--- src/rtl/uart_pkg.sv ---
// Shared UART definitions: FSM state encoding, parity select codes and default bit timing.
package uart_pkg;

  typedef enum logic [2:0] {
    IDLE   = 3'd0,
    START  = 3'd1,
    DATA   = 3'd2,
    PARITY = 3'd3,
    STOP   = 3'd4
  } uart_state_t;

  localparam logic [1:0] PAR_NONE = 2'b00;
  localparam logic [1:0] PAR_ODD  = 2'b01;
  localparam logic [1:0] PAR_EVEN = 2'b10;

  localparam int DEFAULT_CLKS_PER_BIT = 16;

endpackage

--- src/rtl/uart_sync2.sv ---
// Two-flop synchronizer for a single asynchronous bit; both flops reset to 1 (idle line level).
module uart_sync2 (
  input  logic clk,
  input  logic rst,
  input  logic d,
  output logic q
);

  logic meta;

  always_ff @(posedge clk) begin
    if (!rst) begin
      meta <= 1'b1;
      q    <= 1'b1;
    end else begin
      meta <= d;
      q    <= meta;
    end
  end

endmodule

--- src/rtl/uart_receiver.sv ---
// UART receiver: start/8 data/optional parity/stop, sampled at bit centre from a synchronized line.
// Parity support is compiled in only when UART_RX_PARITY_EN is defined; otherwise every frame is 8N1.
module uart_receiver
  import uart_pkg::*;
#(
  parameter int CLKS_PER_BIT = DEFAULT_CLKS_PER_BIT
) (
  input  logic       clk,
  input  logic       rst,
  input  logic       rx,
  input  logic [1:0] sel,
  output logic [7:0] data_out,
  output logic       rx_done,
  output logic       pb_error,
  output logic       sb_error,
  output logic       busy
);

  localparam int CW = $clog2(CLKS_PER_BIT);
  localparam logic [CW-1:0] HALF_CNT = CW'(CLKS_PER_BIT / 2 - 1);
  localparam logic [CW-1:0] FULL_CNT = CW'(CLKS_PER_BIT - 1);

  uart_state_t   state_q, state_d;
  logic [CW-1:0] cnt_q, cnt_d;
  logic [2:0]    bit_q, bit_d;
  logic [7:0]    shift_q, shift_d;
  logic [7:0]    data_q, data_d;
  logic          sb_q, sb_d;
  logic          done_d;
  logic          rx_s;
  logic          rx_prev;

  uart_sync2 u_sync (
    .clk (clk),
    .rst (rst),
    .d   (rx),
    .q   (rx_s)
  );

`ifdef UART_RX_PARITY_EN
  logic [1:0] mode_q, mode_d;
  logic       par_err_q, par_err_d;
  logic       pb_q, pb_d;
`else
  logic unused_sel;
  assign unused_sel = ^sel;
`endif

  always_ff @(posedge clk) begin
    if (!rst) begin
      state_q   <= IDLE;
      cnt_q     <= '0;
      bit_q     <= '0;
      shift_q   <= '0;
      data_q    <= '0;
      sb_q      <= 1'b0;
      rx_done   <= 1'b0;
      rx_prev   <= 1'b1;
`ifdef UART_RX_PARITY_EN
      mode_q    <= PAR_NONE;
      par_err_q <= 1'b0;
      pb_q      <= 1'b0;
`endif
    end else begin
      state_q   <= state_d;
      cnt_q     <= cnt_d;
      bit_q     <= bit_d;
      shift_q   <= shift_d;
      data_q    <= data_d;
      sb_q      <= sb_d;
      rx_done   <= done_d;
      rx_prev   <= rx_s;
`ifdef UART_RX_PARITY_EN
      mode_q    <= mode_d;
      par_err_q <= par_err_d;
      pb_q      <= pb_d;
`endif
    end
  end

  // Counter restarts at every sample so each sample lands one bit period after the last.
  always_comb begin
    state_d   = state_q;
    cnt_d     = cnt_q;
    bit_d     = bit_q;
    shift_d   = shift_q;
    data_d    = data_q;
    sb_d      = sb_q;
    done_d    = 1'b0;
`ifdef UART_RX_PARITY_EN
    mode_d    = mode_q;
    par_err_d = par_err_q;
    pb_d      = pb_q;
`endif
    case (state_q)
      IDLE: begin
        if (rx_prev && !rx_s) begin
          state_d   = START;
          cnt_d     = '0;
          bit_d     = '0;
`ifdef UART_RX_PARITY_EN
          mode_d    = sel;
          par_err_d = 1'b0;
`endif
        end
      end
      START: begin
        if (cnt_q == HALF_CNT) begin
          cnt_d   = '0;
          state_d = rx_s ? IDLE : DATA;
        end else begin
          cnt_d = cnt_q + 1'b1;
        end
      end
      DATA: begin
        if (cnt_q == FULL_CNT) begin
          cnt_d   = '0;
          shift_d = {rx_s, shift_q[7:1]};
          bit_d   = bit_q + 3'd1;
          if (bit_q == 3'd7) begin
`ifdef UART_RX_PARITY_EN
            state_d = (mode_q == PAR_ODD || mode_q == PAR_EVEN) ? PARITY : STOP;
`else
            state_d = STOP;
`endif
          end
        end else begin
          cnt_d = cnt_q + 1'b1;
        end
      end
`ifdef UART_RX_PARITY_EN
      PARITY: begin
        if (cnt_q == FULL_CNT) begin
          cnt_d     = '0;
          par_err_d = (mode_q == PAR_ODD) ? ~(^shift_q ^ rx_s) : (^shift_q ^ rx_s);
          state_d   = STOP;
        end else begin
          cnt_d = cnt_q + 1'b1;
        end
      end
`endif
      STOP: begin
        if (cnt_q == FULL_CNT) begin
          cnt_d   = '0;
          data_d  = shift_q;
          sb_d    = ~rx_s;
`ifdef UART_RX_PARITY_EN
          pb_d    = par_err_q;
`endif
          done_d  = 1'b1;
          state_d = IDLE;
        end else begin
          cnt_d = cnt_q + 1'b1;
        end
      end
      default: state_d = IDLE;
    endcase
  end

  assign data_out = data_q;
  assign sb_error = sb_q;
  assign busy     = (state_q != IDLE);
`ifdef UART_RX_PARITY_EN
  assign pb_error = pb_q;
`else
  assign pb_error = 1'b0;
`endif

endmodule

--- config.mk ---
export PLATFORM = sky130hd
export DESIGN_NAME = uart_receiver
export DESIGN_NICKNAME = d
export VERILOG_FILES = /design/src/rtl/uart_pkg.sv /design/src/rtl/uart_sync2.sv /design/src/rtl/uart_receiver.sv
export SDC_FILE = /design/constraint.sdc
export NUM_CORES = 1
export LEC_CHECK = 0
export CAP_MARGIN = 5
export CORE_ASPECT_RATIO = 1.25
export CORE_UTILIZATION = 50
export DETAILED_ROUTE_END_ITERATION = 6
export DONT_BUFFER_PORTS = 1
export GPL_ROUTABILITY_DRIVEN = 0
export PLACE_DENSITY = 0.7
export SYNTH_ARGS = -nofsm -noshare
export SYNTH_HDL_FRONTEND = slang
export SYNTH_SLANG_ARGS = --single-unit
--- constraint.sdc ---
create_clock -name clk -period 2.78 [get_ports clk]
set_clock_uncertainty 0.05 [all_clocks]
set_input_delay 0.278 -clock clk [delete_from_list [all_inputs] [get_ports clk]]
set_output_delay 0.278 -clock clk [all_outputs]
set_load 0.01 [all_outputs]
==> flow_summary_export.csv, run 1 <==
group,metric,value,unit
clocking,htree_levels,2,
synthesis,synth_enable_flop_cells,0,
synthesis,synth_cell_types,36,
floorplanning,die_w,48.28,µm
clocking,cts_repair_resize_count,0,
run_status,outcome,"finished clean",
clocking,hold_bufs_at_cts,2,
global_routing,grt_pass1_vias,880,
synthesis,synth_area_per_cell,9.233,µm²
layout,layout.filler_cells,229,
routing,route.detailed.wl_per_inst,12.56,µm
clocking,clkLatencyLatePin,0.33,ns
routing,postRouteWirelength,2.248,mm
routing,vias,973,
floorplanning,core,2477,µm²
critical_path,worstSetupPathType,"reg2reg",
sta,setup_viol,0,
synthesis,synthesis.nets,153,
global_routing,remaining_global_route_overflow,0,
clocking,clock_tree_from_tritoncts,"done",
floorplanning,floorplan.die_area,2890,µm²
sta,final_max_slew_viol_count,0,
routing,number_of_drc_violations_after_detailed_routing_iteration_0,21,
clocking,clock_sink_count,31,
clocking,cts_root_buf,"sky130_fd_sc_hd__clkbuf_4",
sta,max-slew-margin-rel,0.5619,
power_and_ir_drop,p_leak,0.0006526,µW
sta,rsz0062_at_grt,"false",
layout,layout.nets,153,
critical_path,setup.reg_to_reg.worst_slack,0.86,ns
floorplanning,pin_count,17,
power_and_ir_drop,power_per_cell_area,543.7,nW/µm²
sta,setup_ws,0.8625,ns
floorplanning,die_y,59.86,µm
synthesis,yosys_most_used_dff,"sky130_fd_sc_hd__dfxtp_1",
hold_path,worst_hold_path_type,"in2reg",
critical_path,worst-endpoint-arrival,2.12,ns
layout,antennaDiodeCount,0,
clocking,cts_max_path_buffers,2,
place,dpl.cell_count,169,
routing,drt-pass1-iter-count,4,
clocking,path_clk_slew,0.10,ns
critical_path,worst-endpoint-required,2.98,ns
global_routing,grt_pass1_wl,3.636,mm
routing,viasPerCell,5.436,
place,preCtsSetupSlack,0.8798,ns
synthesis,synth.cell_area,1339,µm²
layout,layout_common_cells,"sky130_fd_sc_hd__dfxtp_1, sky130_fd_sc_hd__nor2_1, sky130_fd_sc_hd__mux2i_1, sky130_fd_sc_hd__nand2_1, sky130_fd_sc_hd__nand2b_1",
critical_path,worstSetupEndpointType,"register",
sta,finalHoldViolCount,0,
sta,layout_min_cycle_time,1.917,ns
clocking,post_cts_setup_buffers,0,
sta,max_clock_freq,0.5215,GHz
flow_run,max_cap_violations,0,
layout,layout.core_utilization,0.5722,
synthesis,synth.ff_latch_count,31,
global_routing,overall_global_routing_usage,0.1885,
power_and_ir_drop,worst_ir_drop_vdd,0.3861,mV
place,number_of_buffers_added_on_ports,0,
layout,finalNonFillerCells,179,
clocking,cts-buffers-inserted,5,
layout,layout-drive-gt1-share,0.07534,
sta,setup_tns,0,ns
place,placed_area,1329,µm²
layout,final_common_cell,"sky130_fd_sc_hd__dfxtp_1",
global_routing,grt_antenna_before_repair,0,
critical_path,critPathMaxFanout,11,
floorplanning,core.rowCount,20,
place,post_dp_hpwl,1.535,mm
floorplanning,initial_core_util,0.5404,
synthesis,async_flop_share,0,
layout,areaGrowthSynthToFinish,5.888,%
routing,postRouteAntennaNets,0,
routing,detail_route.drc_violations,0,
sta,timing_worst_slew_pin_value,0.6564,ns
layout,finalInstanceArea,1418,µm²
synthesis,syn-instance-count,145,
critical_path,timing.critical_path.from_type,"register",
global_routing,grt_start_max_net_pins,24,
synthesis,ys.warnings.count,0,
sta,period_share,0.6897,
synthesis,yosysSeqAreaShare,0.4636,
==> critical path: stages (launching register included) <==
cell and delay (ns):
sky130_fd_sc_hd__dfxtp_1 0.39, sky130_fd_sc_hd__ha_1 0.26, sky130_fd_sc_hd__nand3_2 0.14, sky130_fd_sc_hd__or3_1 0.61, sky130_fd_sc_hd__or2_0 0.29, sky130_fd_sc_hd__a21oi_1 0.12
==> cell families after synthesis <==
family | count (synthesis) | synth area share
fa+ha+maj | 4 | 0.03552
simple gates | 64 | 0.2337
other cells | 1 | 0.002801
mux | 20 | 0.1505
buf+inv | 11 | 0.04392
flops | 31 | 0.4636
compound gates | 14 | 0.07009
==> metrics by stage <==
stage | power [µW] | hold slack [ns]
final | 770.8 | 0.03454
after detailed placement | 483.8 | 0.3072
after global routing | 806.9 | 0.03321
after CTS | 782.4 | 0.01997
after global placement | 482.7 | 0.3032
after floorplan | 482.7 | 0.3295
==> final timing paths <==
| path | cells after the start | end | from |
|---|---|---|---|
| min | 2 | cnt_q[2] | rst |
| max | 5 | sb_error | cnt_q[0] |
| min reg2reg | 1 | u_sync.q | u_sync.meta |
| max reg2reg | 5 | sb_error | cnt_q[0] |
==> layout make-up <==
class	instances	area, µm²	share of cell area
Timing Repair Buffer	2	20.02	0.01412
Clock buffer	8	68.82	0.04854
Sequential cell	31	620.6	0.4378
Inverter	2	7.507	0.005296
Tap cell	33	41.29	0.02913
Multi-Input combinational cell	103	659.4	0.4651
==> where the power goes <==
group          switching, µW  internal [µW]  leakage, µW  total [µW]
clock                    146            149    0.0000386         294
sequential              4.86            447     0.000250         452
combinational           14.2           10.1     0.000364        24.3
total                    165            606     0.000653         771
==> state kept, by name, indices dropped and copies added, names as in the netlist <==
register,flops
state_q,3
rx_prev,1
cnt_q,4
shift_q,8
sb_error,1
rx_done,1
bit_q,3
data_out,8
u_sync.meta,1
u_sync.q,1
==> per-layer routing <==
metal  share of wire  global-route usage
met1            0.43              0.1873
met4           0.033              0.1190
met2            0.49              0.3010
met3           0.048             0.09063
met5               0                   0
==> cell usage after synthesis, types with 3 or more instances <==
cell / instances / area share
sky130_fd_sc_hd__a21oi_1: 3 / 0.011
sky130_fd_sc_hd__a31oi_1: 3 / 0.014
sky130_fd_sc_hd__clkbuf_1: 3 / 0.0084
sky130_fd_sc_hd__dfxtp_1: 31 / 0.46
sky130_fd_sc_hd__ha_1: 3 / 0.028
sky130_fd_sc_hd__mux2i_1: 19 / 0.14
sky130_fd_sc_hd__nand2_1: 8 / 0.022
sky130_fd_sc_hd__nand2b_1: 7 / 0.033
sky130_fd_sc_hd__nand3_1: 5 / 0.019
sky130_fd_sc_hd__nor2_1: 27 / 0.076
sky130_fd_sc_hd__nor3_1: 4 / 0.015
sky130_fd_sc_hd__or3_1: 3 / 0.014
Note: power is estimated with default switching activity, not from simulation.
==> inputs of run 2 (changes only) <==
==> constraint.sdc (replaced) <==
create_clock -name clk -period 1.85 [get_ports clk]
set_clock_uncertainty 0.05 [all_clocks]
set_input_delay 0.185 -clock clk [delete_from_list [all_inputs] [get_ports clk]]
set_output_delay 0.185 -clock clk [all_outputs]
set_load 0.01 [all_outputs]
==> flow_summary_export.csv, run 2 (same netlist as run 1, synthesis figures left out) <==
group,metric,value,unit
sta,setup_tns,0,ns
power_and_ir_drop,fraction_of_power_consumed_by_combinational_cells,0.034,
critical_path,critPathMaxFanout,7,
place,placed_area,1359,µm²
floorplanning,initial_core_util,0.5404,
routing,viasPerCell,5.454,
clocking,path_clk_slew,0.10,ns
hold_path,hold_depth,2,
critical_path,worst-endpoint-required,2.00,ns
global_routing,grt_pass1_wl,3.781,mm
global_routing,grt_antenna_before_repair,0,
flow_run,max_cap_violations,0,
sta,setup_ws,0.1410,ns
clocking,cts_max_path_buffers,2,
power_and_ir_drop,pwr-share-clk,0.434,
sta,rsz0062_at_grt,"false",
critical_path,timing.critical_path.from_type,"register",
layout,finalInstanceArea,1474,µm²
layout,layout.nets,157,
global_routing,grt_start_max_net_pins,24,
sta,layout_min_cycle_time,1.709,ns
place,preCtsSetupSlack,0.04131,ns
sta,setup_viol,0,
clocking,clkLatencyLatePin,0.34,ns
routing,vias,998,
power_and_ir_drop,p_leak,0.0006790,µW
clocking,cts_root_buf,"sky130_fd_sc_hd__clkbuf_4",
floorplanning,die_y,59.86,µm
critical_path,worstSetupEndpointType,"register",
clocking,clock_sink_count,31,
sta,max-slew-margin-rel,0.5571,
layout,finalNonFillerCells,183,
routing,postRouteAntennaNets,0,
global_routing,remaining_global_route_overflow,0,
power_and_ir_drop,power_per_cell_area,863.1,nW/µm²
global_routing,grt_pass1_vias,903,
clocking,cts-buffers-inserted,5,
sta,max_clock_freq,0.5851,GHz
layout,antennaDiodeCount,0,
routing,drt-pass1-iter-count,4,
floorplanning,floorplan.die_area,2890,µm²
power_and_ir_drop,seq_power_share,0.531,
place,post_dp_hpwl,1.561,mm
critical_path,worst-endpoint-arrival,1.85,ns
clocking,htree_levels,2,
floorplanning,core,2477,µm²
floorplanning,core.rowCount,20,
floorplanning,die_w,48.28,µm
critical_path,worstSetupPathType,"reg2reg",
floorplanning,pin_count,17,
clocking,clock_tree_from_tritoncts,"done",
routing,detail_route.drc_violations,0,
sta,finalHoldViolCount,0,
power_and_ir_drop,switching_share,0.2076,
power_and_ir_drop,p_int,1008,µW
sta,final_max_slew_viol_count,0,
sta,timing_worst_slew_pin_value,0.6636,ns
run_status,outcome,"finished clean",
routing,number_of_drc_violations_after_detailed_routing_iteration_0,19,
routing,postRouteWirelength,2.277,mm
hold_path,worst_hold_path_type,"in2reg",
routing,route.detailed.wl_per_inst,12.44,µm
layout,layout_common_cells,"sky130_fd_sc_hd__dfxtp_1, sky130_fd_sc_hd__nor2_1, sky130_fd_sc_hd__mux2i_1, sky130_fd_sc_hd__nand2_1, sky130_fd_sc_hd__nand2b_1",
sta,period_share,0.9238,
power_and_ir_drop,p_total,1272,µW
place,dpl.cell_count,173,
power_and_ir_drop,total_switching_power,264.1,µW
power_and_ir_drop,worst_ir_drop_vdd,0.5102,mV
layout,final_common_cell,"sky130_fd_sc_hd__dfxtp_1",
place,number_of_buffers_added_on_ports,0,
clocking,post_cts_setup_buffers,0,
critical_path,r2r_cells,6,
layout,areaGrowthSynthToFinish,10.09,%
layout,layout-drive-gt1-share,0.1267,
global_routing,overall_global_routing_usage,0.1905,
[run 2: cell type report]
type	count	area (µm²)
clock inverters	2	35.03
fillers	218	1003
multi-input cells	103	666.9
well taps	33	41.29
clock buffers	6	51.30
inverters	2	7.507
repair buffers	6	50.05
flip-flops and latches	31	621.8
[run 2: critical path, cell delays in order (launching register included)]
cell and delay, ns:
sky130_fd_sc_hd__dfxtp_1 0.37, sky130_fd_sc_hd__ha_2 0.24, sky130_fd_sc_hd__nand3_2 0.12, sky130_fd_sc_hd__or3_1 0.40, sky130_fd_sc_hd__buf_4 0.19, sky130_fd_sc_hd__mux2i_1 0.15
sky130_fd_sc_hd__nor2_1 0.05
[run 2: worst paths after layout]
kind	startpoint	to	slack (ns)
worst max register to register	cnt_q[1]	data_out[1]	0.14
worst min-delay path	rst	shift_q[5]	0.27
worst min register to register	u_sync.meta	u_sync.q	0.37
worst max-delay path	cnt_q[1]	data_out[1]	0.14
[run 2: power by group through the flow]
stage | Clock, µW | Sequential (µW) | Combinational [µW]
floorplan | 0 | 691 | 34.6
global placement | 0 | 691 | 36.4
detailed placement | 0 | 691 | 37.3
CTS | 563 | 676 | 43.9
global route | 599 | 678 | 48.5
finish | 553 | 676 | 43.5
[run 2: through the flow]
| stage | hold WS (ns) | utilization |
|---|---|---|
| after floorplan | 0.2365 | - |
| after global placement | 0.2107 | 0.5485 |
| after detailed placement | 0.2156 | 0.5485 |
| after CTS | 0.2843 | 0.5914 |
| after global routing | 0.3073 | 0.5949 |
| final | 0.2677 | 0.5949 |
[run 2: repair_timing]
item / 4_1_cts / 5_1_grt
gates resized for setup: 0 / 3
endpoints found under the setup margin: 0 / 14
hold endpoints to repair: 8 / 0
hold buffers: 2 / 0
[run 2: metal layers]
| layer | GRT usage | share of wire | vias up |
|---|---|---|---|
| li1 | - | - | 500 |
| met3 | 0.06344 | 0.040 | 9 |
| met5 | 0 | 0 | - |
| met1 | 0.2086 | 0.42 | 469 |
| met4 | 0.1111 | 0.034 | 0 |
| met2 | 0.3067 | 0.50 | 20 |
==> inputs of run 3 (changes only) <==
--- a/config.mk
+++ b/config.mk
@@ -11,6 +11,7 @@
 export DETAILED_ROUTE_END_ITERATION = 6
 export DONT_BUFFER_PORTS = 1
 export GPL_ROUTABILITY_DRIVEN = 0
+export HOLD_SLACK_MARGIN = 0.08
 export PLACE_DENSITY = 0.7
 export SYNTH_ARGS = -nofsm -noshare
 export SYNTH_HDL_FRONTEND = slang
==> results of run 3 <==
The final DEF is identical to that of run 2; final timing and power are the same.
